===== src/rtl/multiplier_pipe.sv =====
// -----------------------------------------------------------------------------
// multiplier_pipe
//
// Pipelined signed/unsigned multiplier with valid/ready handshake on both the
// operand side and the result side. The product is formed combinationally as
// the beat is accepted and is then carried through STAGES registers. The last
// register is the output register (oData). The whole pipeline moves as one
// unit: it advances when oReady=1 and holds every stage otherwise.
//
// Optional feature: define MULTIPLIER_PIPE_ACC_EN to add the iAcc port. A beat
// with iAcc=1 adds its product to the value already in the output register at
// the moment the beat lands there, so back-to-back accumulating beats chain.
//
// Parameters
//   BITWIDTH : operand width in bits (result is 2*BITWIDTH bits)
//   STAGES   : pipeline depth in cycles, 1..8
//
// Ports
//   iClk    : clock, rising edge
//   iRstN   : asynchronous active-low reset, clears all state
//   iClr    : synchronous flush, clears all state, overrides accept/consume
//   iValid  : operand beat present          oReady : beat can be accepted
//   iData0  : multiplicand                  iData1 : multiplier
//   iSigned : two's-complement operands for this beat
//   iAcc    : accumulate flag for this beat (MULTIPLIER_PIPE_ACC_EN only)
//   oValid  : oData holds a result          iReady : consumer takes the result
//   oData   : result, 2*BITWIDTH bits
// -----------------------------------------------------------------------------
module multiplier_pipe #(
  parameter int BITWIDTH = 32,
  parameter int STAGES   = 3
) (
  input  logic                    iClk,
  input  logic                    iRstN,
  input  logic                    iClr,
  input  logic                    iValid,
  output logic                    oReady,
  input  logic [BITWIDTH-1:0]     iData0,
  input  logic [BITWIDTH-1:0]     iData1,
  input  logic                    iSigned,
`ifdef MULTIPLIER_PIPE_ACC_EN
  input  logic                    iAcc,
`endif
  output logic                    oValid,
  input  logic                    iReady,
  output logic [2*BITWIDTH-1:0]   oData
);

  localparam int PW   = 2 * BITWIDTH;
  localparam int LAST = STAGES - 1;

  // Operand extension and product for the beat at the input.
  logic [PW-1:0] a_ext;
  logic [PW-1:0] b_ext;
  logic [PW-1:0] prod_in;
  logic          acc_in;

  // Per-stage state; index LAST is the output register.
  logic          vld_reg  [STAGES];
  logic [PW-1:0] prod_reg [STAGES];
  logic          acc_reg  [STAGES];

  // What each stage would load on an advancing edge.
  logic          sin_vld  [STAGES];
  logic [PW-1:0] sin_prod [STAGES];
  logic          sin_acc  [STAGES];

  logic          advance;

  // Extending both operands to the full result width and keeping only the low
  // PW bits of the product gives the exact signed product for signed beats
  // and the exact unsigned product for unsigned beats.
  always_comb begin
    a_ext   = '0;
    b_ext   = '0;
    prod_in = '0;
    if (iSigned) begin
      a_ext = {{BITWIDTH{iData0[BITWIDTH-1]}}, iData0};
      b_ext = {{BITWIDTH{iData1[BITWIDTH-1]}}, iData1};
    end else begin
      a_ext = {{BITWIDTH{1'b0}}, iData0};
      b_ext = {{BITWIDTH{1'b0}}, iData1};
    end
    prod_in = a_ext * b_ext;
  end

`ifdef MULTIPLIER_PIPE_ACC_EN
  assign acc_in = iAcc;
`else
  assign acc_in = 1'b0;
`endif

  // Stage 0 is fed from the ports, every later stage from its predecessor.
  genvar gi;
  generate
    for (gi = 0; gi < STAGES; gi++) begin : g_stage_in
      if (gi == 0) begin : g_first
        assign sin_vld[gi]  = iValid;
        assign sin_prod[gi] = prod_in;
        assign sin_acc[gi]  = acc_in;
      end else begin : g_next
        assign sin_vld[gi]  = vld_reg[gi-1];
        assign sin_prod[gi] = prod_reg[gi-1];
        assign sin_acc[gi]  = acc_reg[gi-1];
      end
    end
  endgenerate

  assign oValid  = vld_reg[LAST];
  assign oData   = prod_reg[LAST];
  assign oReady  = !oValid || iReady;
  assign advance = oReady;

  always_ff @(posedge iClk or negedge iRstN) begin
    if (!iRstN) begin
      for (int s = 0; s < STAGES; s++) begin
        vld_reg[s]  <= 1'b0;
        prod_reg[s] <= '0;
        acc_reg[s]  <= 1'b0;
      end
    end else if (iClr) begin
      for (int s = 0; s < STAGES; s++) begin
        vld_reg[s]  <= 1'b0;
        prod_reg[s] <= '0;
        acc_reg[s]  <= 1'b0;
      end
    end else if (advance) begin
      for (int s = 0; s < STAGES; s++) begin
        vld_reg[s] <= sin_vld[s];
        // Bubbles leave data untouched so oData keeps the last result.
        if (sin_vld[s]) begin
          acc_reg[s] <= sin_acc[s];
          if (s == LAST && sin_acc[s]) begin
            // Accumulate onto the current output register contents.
            prod_reg[s] <= prod_reg[s] + sin_prod[s];
          end else begin
            prod_reg[s] <= sin_prod[s];
          end
        end
      end
    end
  end

endmodule


===== config.mk =====
export PLATFORM = sky130hd
export DESIGN_NAME = multiplier_pipe
export DESIGN_NICKNAME = d
export VERILOG_FILES = /design/src/rtl/multiplier_pipe.sv
export SDC_FILE = /design/constraint.sdc
export NUM_CORES = 2
export LEC_CHECK = 0
export ABC_CLOCK_PERIOD_IN_PS = 1700
export CELL_PAD_IN_SITES_DETAIL_PLACEMENT = 1
export CELL_PAD_IN_SITES_GLOBAL_PLACEMENT = 1
export CORE_ASPECT_RATIO = 0.9
export CORE_MARGIN = 3
export CORE_UTILIZATION = 49
export DETAILED_ROUTE_END_ITERATION = 12
export DONT_BUFFER_PORTS = 1
export GPL_TIMING_DRIVEN = 0
export PLACE_DENSITY_LB_ADDON = 0.1
export SKIP_LAST_GASP = 1
export SLEW_MARGIN = 10
export SYNTH_ARGS = -nofsm -noshare
export SYNTH_HDL_FRONTEND = slang
export SYNTH_SLANG_ARGS = --single-unit

===== constraint.sdc =====
create_clock -name iClk -period 1.7 [get_ports iClk]
set_input_delay 0.51 -clock iClk [delete_from_list [all_inputs] [get_ports iClk]]
set_output_delay 0.51 -clock iClk [all_outputs]
set_load 0.02 [all_outputs]

==> Word-level counts from Yosys, hierarchy flattened <==
Index checks and enable logic that the tools add are counted.
Widths: inputs -> output; s select.
{ "totals": {"regBits": 197, "word_cells": 34, "output_inout_bits": 66, "inputBits": 70} }
{ "classes": {"reduce_logical": 9, "mul": 1, "muxes": 15, "add_sub_neg": 1} }
{ "ops": {"columns": ["op", "n"], "rows": [
  ["$mux 192", 2],
  ["$mux 64", 6],
  ["$add 64x64->64", 1],
  ["$mul 64x64->64", 1],
  ["$mux 3", 4],
  ["$reduce_bool 2->1", 4],
  ["$reduce_and 2->1", 3],
  ["$mux 1", 3],
  ["$logic_not 1->1", 1],
  ["$logic_or 1x1->1", 1]
]} }

==> Longest topological paths before layout <==
{ "logic_depth": {"ltp_word": 5, "ltp_mapped": 36, "depth_no_buf": 33} }

==> Least setup slack after synthesis <==
No wires, ideal clock.
{ "synth_path": {"path_kind": "input -> register", "from": "input port iSigned", "to": "register prod_reg[190] in the netlist's numbering", "cell_stages": 33, "n_path_buf": 3, "slack_ps": -7323, "required_ps": 1566, "arrival_ps": 8889, "setup_time_ps": 134, "cell_sequence": "and2_1 > clkbuf_1 > clkbuf_1 > nand2_1 > inv_1 > fa_1 > inv_1 > fa_1 > inv_1 > fa_1 > inv_1 > fa_1 > inv_1 > fa_1 > fa_1 > fa_1 > inv_1 > fa_1 > inv_1 > fa_1 > inv_1 > fa_1 > inv_1 > ha_1 > clkbuf_1 > nand3_1 > nor2_1 > and2_1 > a221oi_1 > o21ai_0 > a31oi_1 > o21a_1 > o211ai_1"} }
{ "synth_between": {"elab_chain_cells": 5, "elab_cells_between_ends": 6, "cone_classes": "1 x mul; 5 x mux"} }
{ "synth_rtl": {"columns": ["item", "line", "text"], "rows": [
  ["from (decl)", "40", "input logic iSigned,"],
  ["$mux 64", "77", "if (iSigned) begin"],
  ["$mul 64x64->64 *", "84", "prod_in = a_ext * b_ext;"],
  ["$mux 64 *", "131", "if (sin_vld[s]) begin"],
  ["$mux 192 *", "127", "end else if (advance) begin"],
  ["$mux 192 *", "121", "end else if (iClr) begin"],
  ["to (signal, indexed assignment)", "135", "prod_reg[s] <= prod_reg[s] + sin_prod[s];"],
  ["to (signal, indexed assignment)", "137", "prod_reg[s] <= sin_prod[s];"],
  ["to (decl)", "60", "logic [PW-1:0] prod_reg [STAGES];"]
]} }
Mark *: on every way between the ends. The rest lies on a longest branch, timed or not. The select of a mux whose other input is x is not followed.
A chain may end at the register's enable or synchronous reset.

==> Worst setup path after layout <==
{ "layout_path": {"from": "input port iSigned", "to": "register prod_reg[189] in the netlist's numbering"} }
Same word-level chain as after synthesis.

==> impl_metrics.tcl <==
set metrics [dict create \
    whs_ns -0.2341 \
    critPathTopFamily "adder cells" \
    place_congestion 0.9925 \
    yosys.area_share.simple_pct 12.14 \
    largest_reg_flops 128 \
    dp_hpwl_um 184000 \
    dieWidth_um 360.3 \
    cp-start-kind "input port" \
    setup_ws_ns -6.820 \
    drive_gt1_share_pct 18.12 \
    core_area_um2 111600 \
    tns_ns -396.80 \
    skew_ns 0.01092 \
    synth_cells 5697 \
    setup_violations 193 \
    cts_sinks 195 \
    drt_iter0_drc 3416 \
    drtAntennaViolNets 0 \
    via_per_inst 5.594 \
    final_nets 7694 \
    clockBufferDepth 2 \
    cts_tree "built" \
    tightest_slew_ns 0.9524 \
    row_count 116 \
    synth_top_family_by_area "adder cells" \
    path_clk_slew_ns 0.07 \
    grt_antenna_before_repair 22 \
    grt_overflow_total 0 \
    fin_crit_sh_pct 501.2 \
    synth_xor_area_share_pct 1.772 \
    path_class "input port to flip-flop" \
    yosys.area_share.adder_pct 58.33 \
    grt_pass1_wl_um 319000 \
    outcome "complete, but fails checks" \
    hold_viol 195 \
    period_minus_slack_ns 8.520 \
    synth_edf_count 0 \
    cts_root_buf "clkbuf_16" \
    worst-endpoint-arrival_ns 8.89 \
    io_buffers 0 \
    required_ns 2.07 \
    ys_ff_latch 195 \
    synthesis.nets 7494 \
    placed_cell_area_um2 59320 \
    maxSlewViolCount 0 \
    drt-pass1-iter-count 5 \
    synthArstFlopShare_pct 100.0 \
    grt_max_degree 196 \
    fmax_ghz 0.1174 \
    cp_common_cell "fa_1" \
    syn_area_per_cell_um2 9.715 \
    min_path_type "input port to asynchronous set/reset pin" \
    htreeDepth 4 \
    routed_wl_um 218900 \
    dieHeight_um 324.8 \
    ys_seq_area_share_pct 8.817 \
    critical-path-max-stage-delay_ns 0.58 \
    crit_buf_inv 9 \
    cp-end-kind "flip-flop" \
    timing.critical_path.fanout_max 9 \
    max-slew-margin-rel_pct 36.50 \
    grt_pass1_vias 46260 \
    final_area_um2 64440 \
    areaGrowthSynthToFinish_pct 16.43 \
    die_area_um2 117000 \
    synthFlopType "dfrtp_1" \
    start_util_pct 49.59 \
    cts_buffers 17 \
    maxCapViolCount 0 \
    rsz0062_at_grt "yes" \
    violations "hold timing, setup timing" \
    yosysWarnings 0 \
    drc 0 \
    wl_per_cell_um 29.60 \
    via_count 41380 \
    netlist_area_um2 55340 \
    cpMaxStageDelayCell "fa_1" \
    grt_util_all_layers_pct 37.80 \
    synth_compound_area_share_pct 5.717 \
    synthMuxAreaShare_pct 0.05426 \
    ys_types 76 \
    clkLatencyLatePin_ns 0.43 \
    io_pins 136 \
]
[cell usage in the layout, fill, tap and decap left out, types with 38 or more instances in the layout]
master and n:
nand2_1 568, clkbuf_1 42, xnor2_1 61, o21ai_1 48
dfrtp_1 195, clkbuf_2 69, a22o_1 132, ha_1 233
inv_2 67, clkbuf_4 38, ha_4 68, inv_1 1458
clkbuf_16 72, clkbuf_8 44, and2_1 540, fa_1 1307
fa_2 112, buf_4 212
[final cells by class]
cell class / instances / area (um^2)
diodes: 13 / 32.53
plain buffers: 337 / 3540
clock buffers: 19 / 442.9
clock inverters: 13 / 123.9
fillers: 12130 / 47180
inverters: 1532 / 5769
multi-input cells: 3626 / 46070
flip-flops and latches: 195 / 4880
well taps: 1475 / 1846
repair buffers: 188 / 1732
[layer usage]
layer / share of wire [%] / GRT usage [%] / vias up / wire length [um]
li1: - / - / 16850 / -
met5: 0.0055 / 0 / - / 12
met2: 46 / 60.30 / 1773 / 100400
met3: 10 / 9.759 / 289 / 22370
met1: 41 / 51.74 / 22470 / 89170
met4: 3.2 / 9.781 / 2 / 7020
[per-stage QoR]
stage	setup WS (ns)	std cells	hold slack, ns	utilization (%)
floorplan	-6.688	5697	0.2144	-
global placement	-8.299	7172	0.2208	53.12
detailed placement	-8.413	7173	0.2202	53.15
CTS	-6.713	7329	-0.2437	56.79
global route	-7.010	7387	-0.2569	57.71
finish	-6.820	7398	-0.2341	57.73
[worst paths after layout]
kind	depth (start not counted)	to	startpoint	slack, ns
max in group asynchronous	0	prod_reg[145]	iRstN	1.56
min in group iClk	2	sin_vld[1]	iValid	0.21
worst max-delay path	31	prod_reg[189]	iSigned	-6.82
worst min-delay path	0	oValid	iRstN	-0.23
worst min register to register	2	prod_reg[155]	prod_reg[155]	0.49
worst max register to register	8	prod_reg[163]	oValid	-1.28
[worst register-to-register path, stage by stage, from the launching register on]
cell,delay (ns)
dfrtp_1,0.45
nor2b_2,0.30
nor2_1,0.13
nand2_1,0.21
clkbuf_1,0.63
clkbuf_1,0.67
nor3_1,0.11
mux2i_1,0.23
nand2_1,0.12
[cells by family after synthesis]
family                     after synthesis
muxes                                    3
buffers and inverters                 1876
xor gates and xnor gates               112
AOI/OAI and AO/OA                      439
and+or+nand+nor                       1343
DFF                                    195
adders and majority gates             1729
[cells in the mapped netlist (11+ instances only)]
cell type  instances  share of area (%)
and2_1           578                6.5
o21ai_0           56               0.51
a21oi_1           78               0.71
fa_1            1419                 51
o21bai_1          15               0.20
a22o_1           132                2.1
o21ai_1           34               0.31
dfrtp_1          195                8.8
nand3_1           21               0.19
xnor2_1           84                1.3
nand4_1           13               0.15
o21a_1            11               0.15
ha_1             308                7.0
nor2_1            51               0.35
and3_1            24               0.27
nand2_1          620                4.2
inv_1           1531                 10
buf_4             64               0.87
a21o_1            27               0.37
o211ai_1          13               0.18
nand2b_1          12               0.14
xor2_1            28               0.44
clkbuf_1         264                1.8
[what timing repair did]
action                     in CTS  in global routing
setup endpoints to repair     193                193
buffers inserted              131                 63
resized for setup             577                144
cloned                          2                  0
pin swaps                     184                133
hold endpoints to repair      195                195
Power is not shown: default switching activity piles up to over one toggle a cycle in this logic, so the estimate is an artifact.
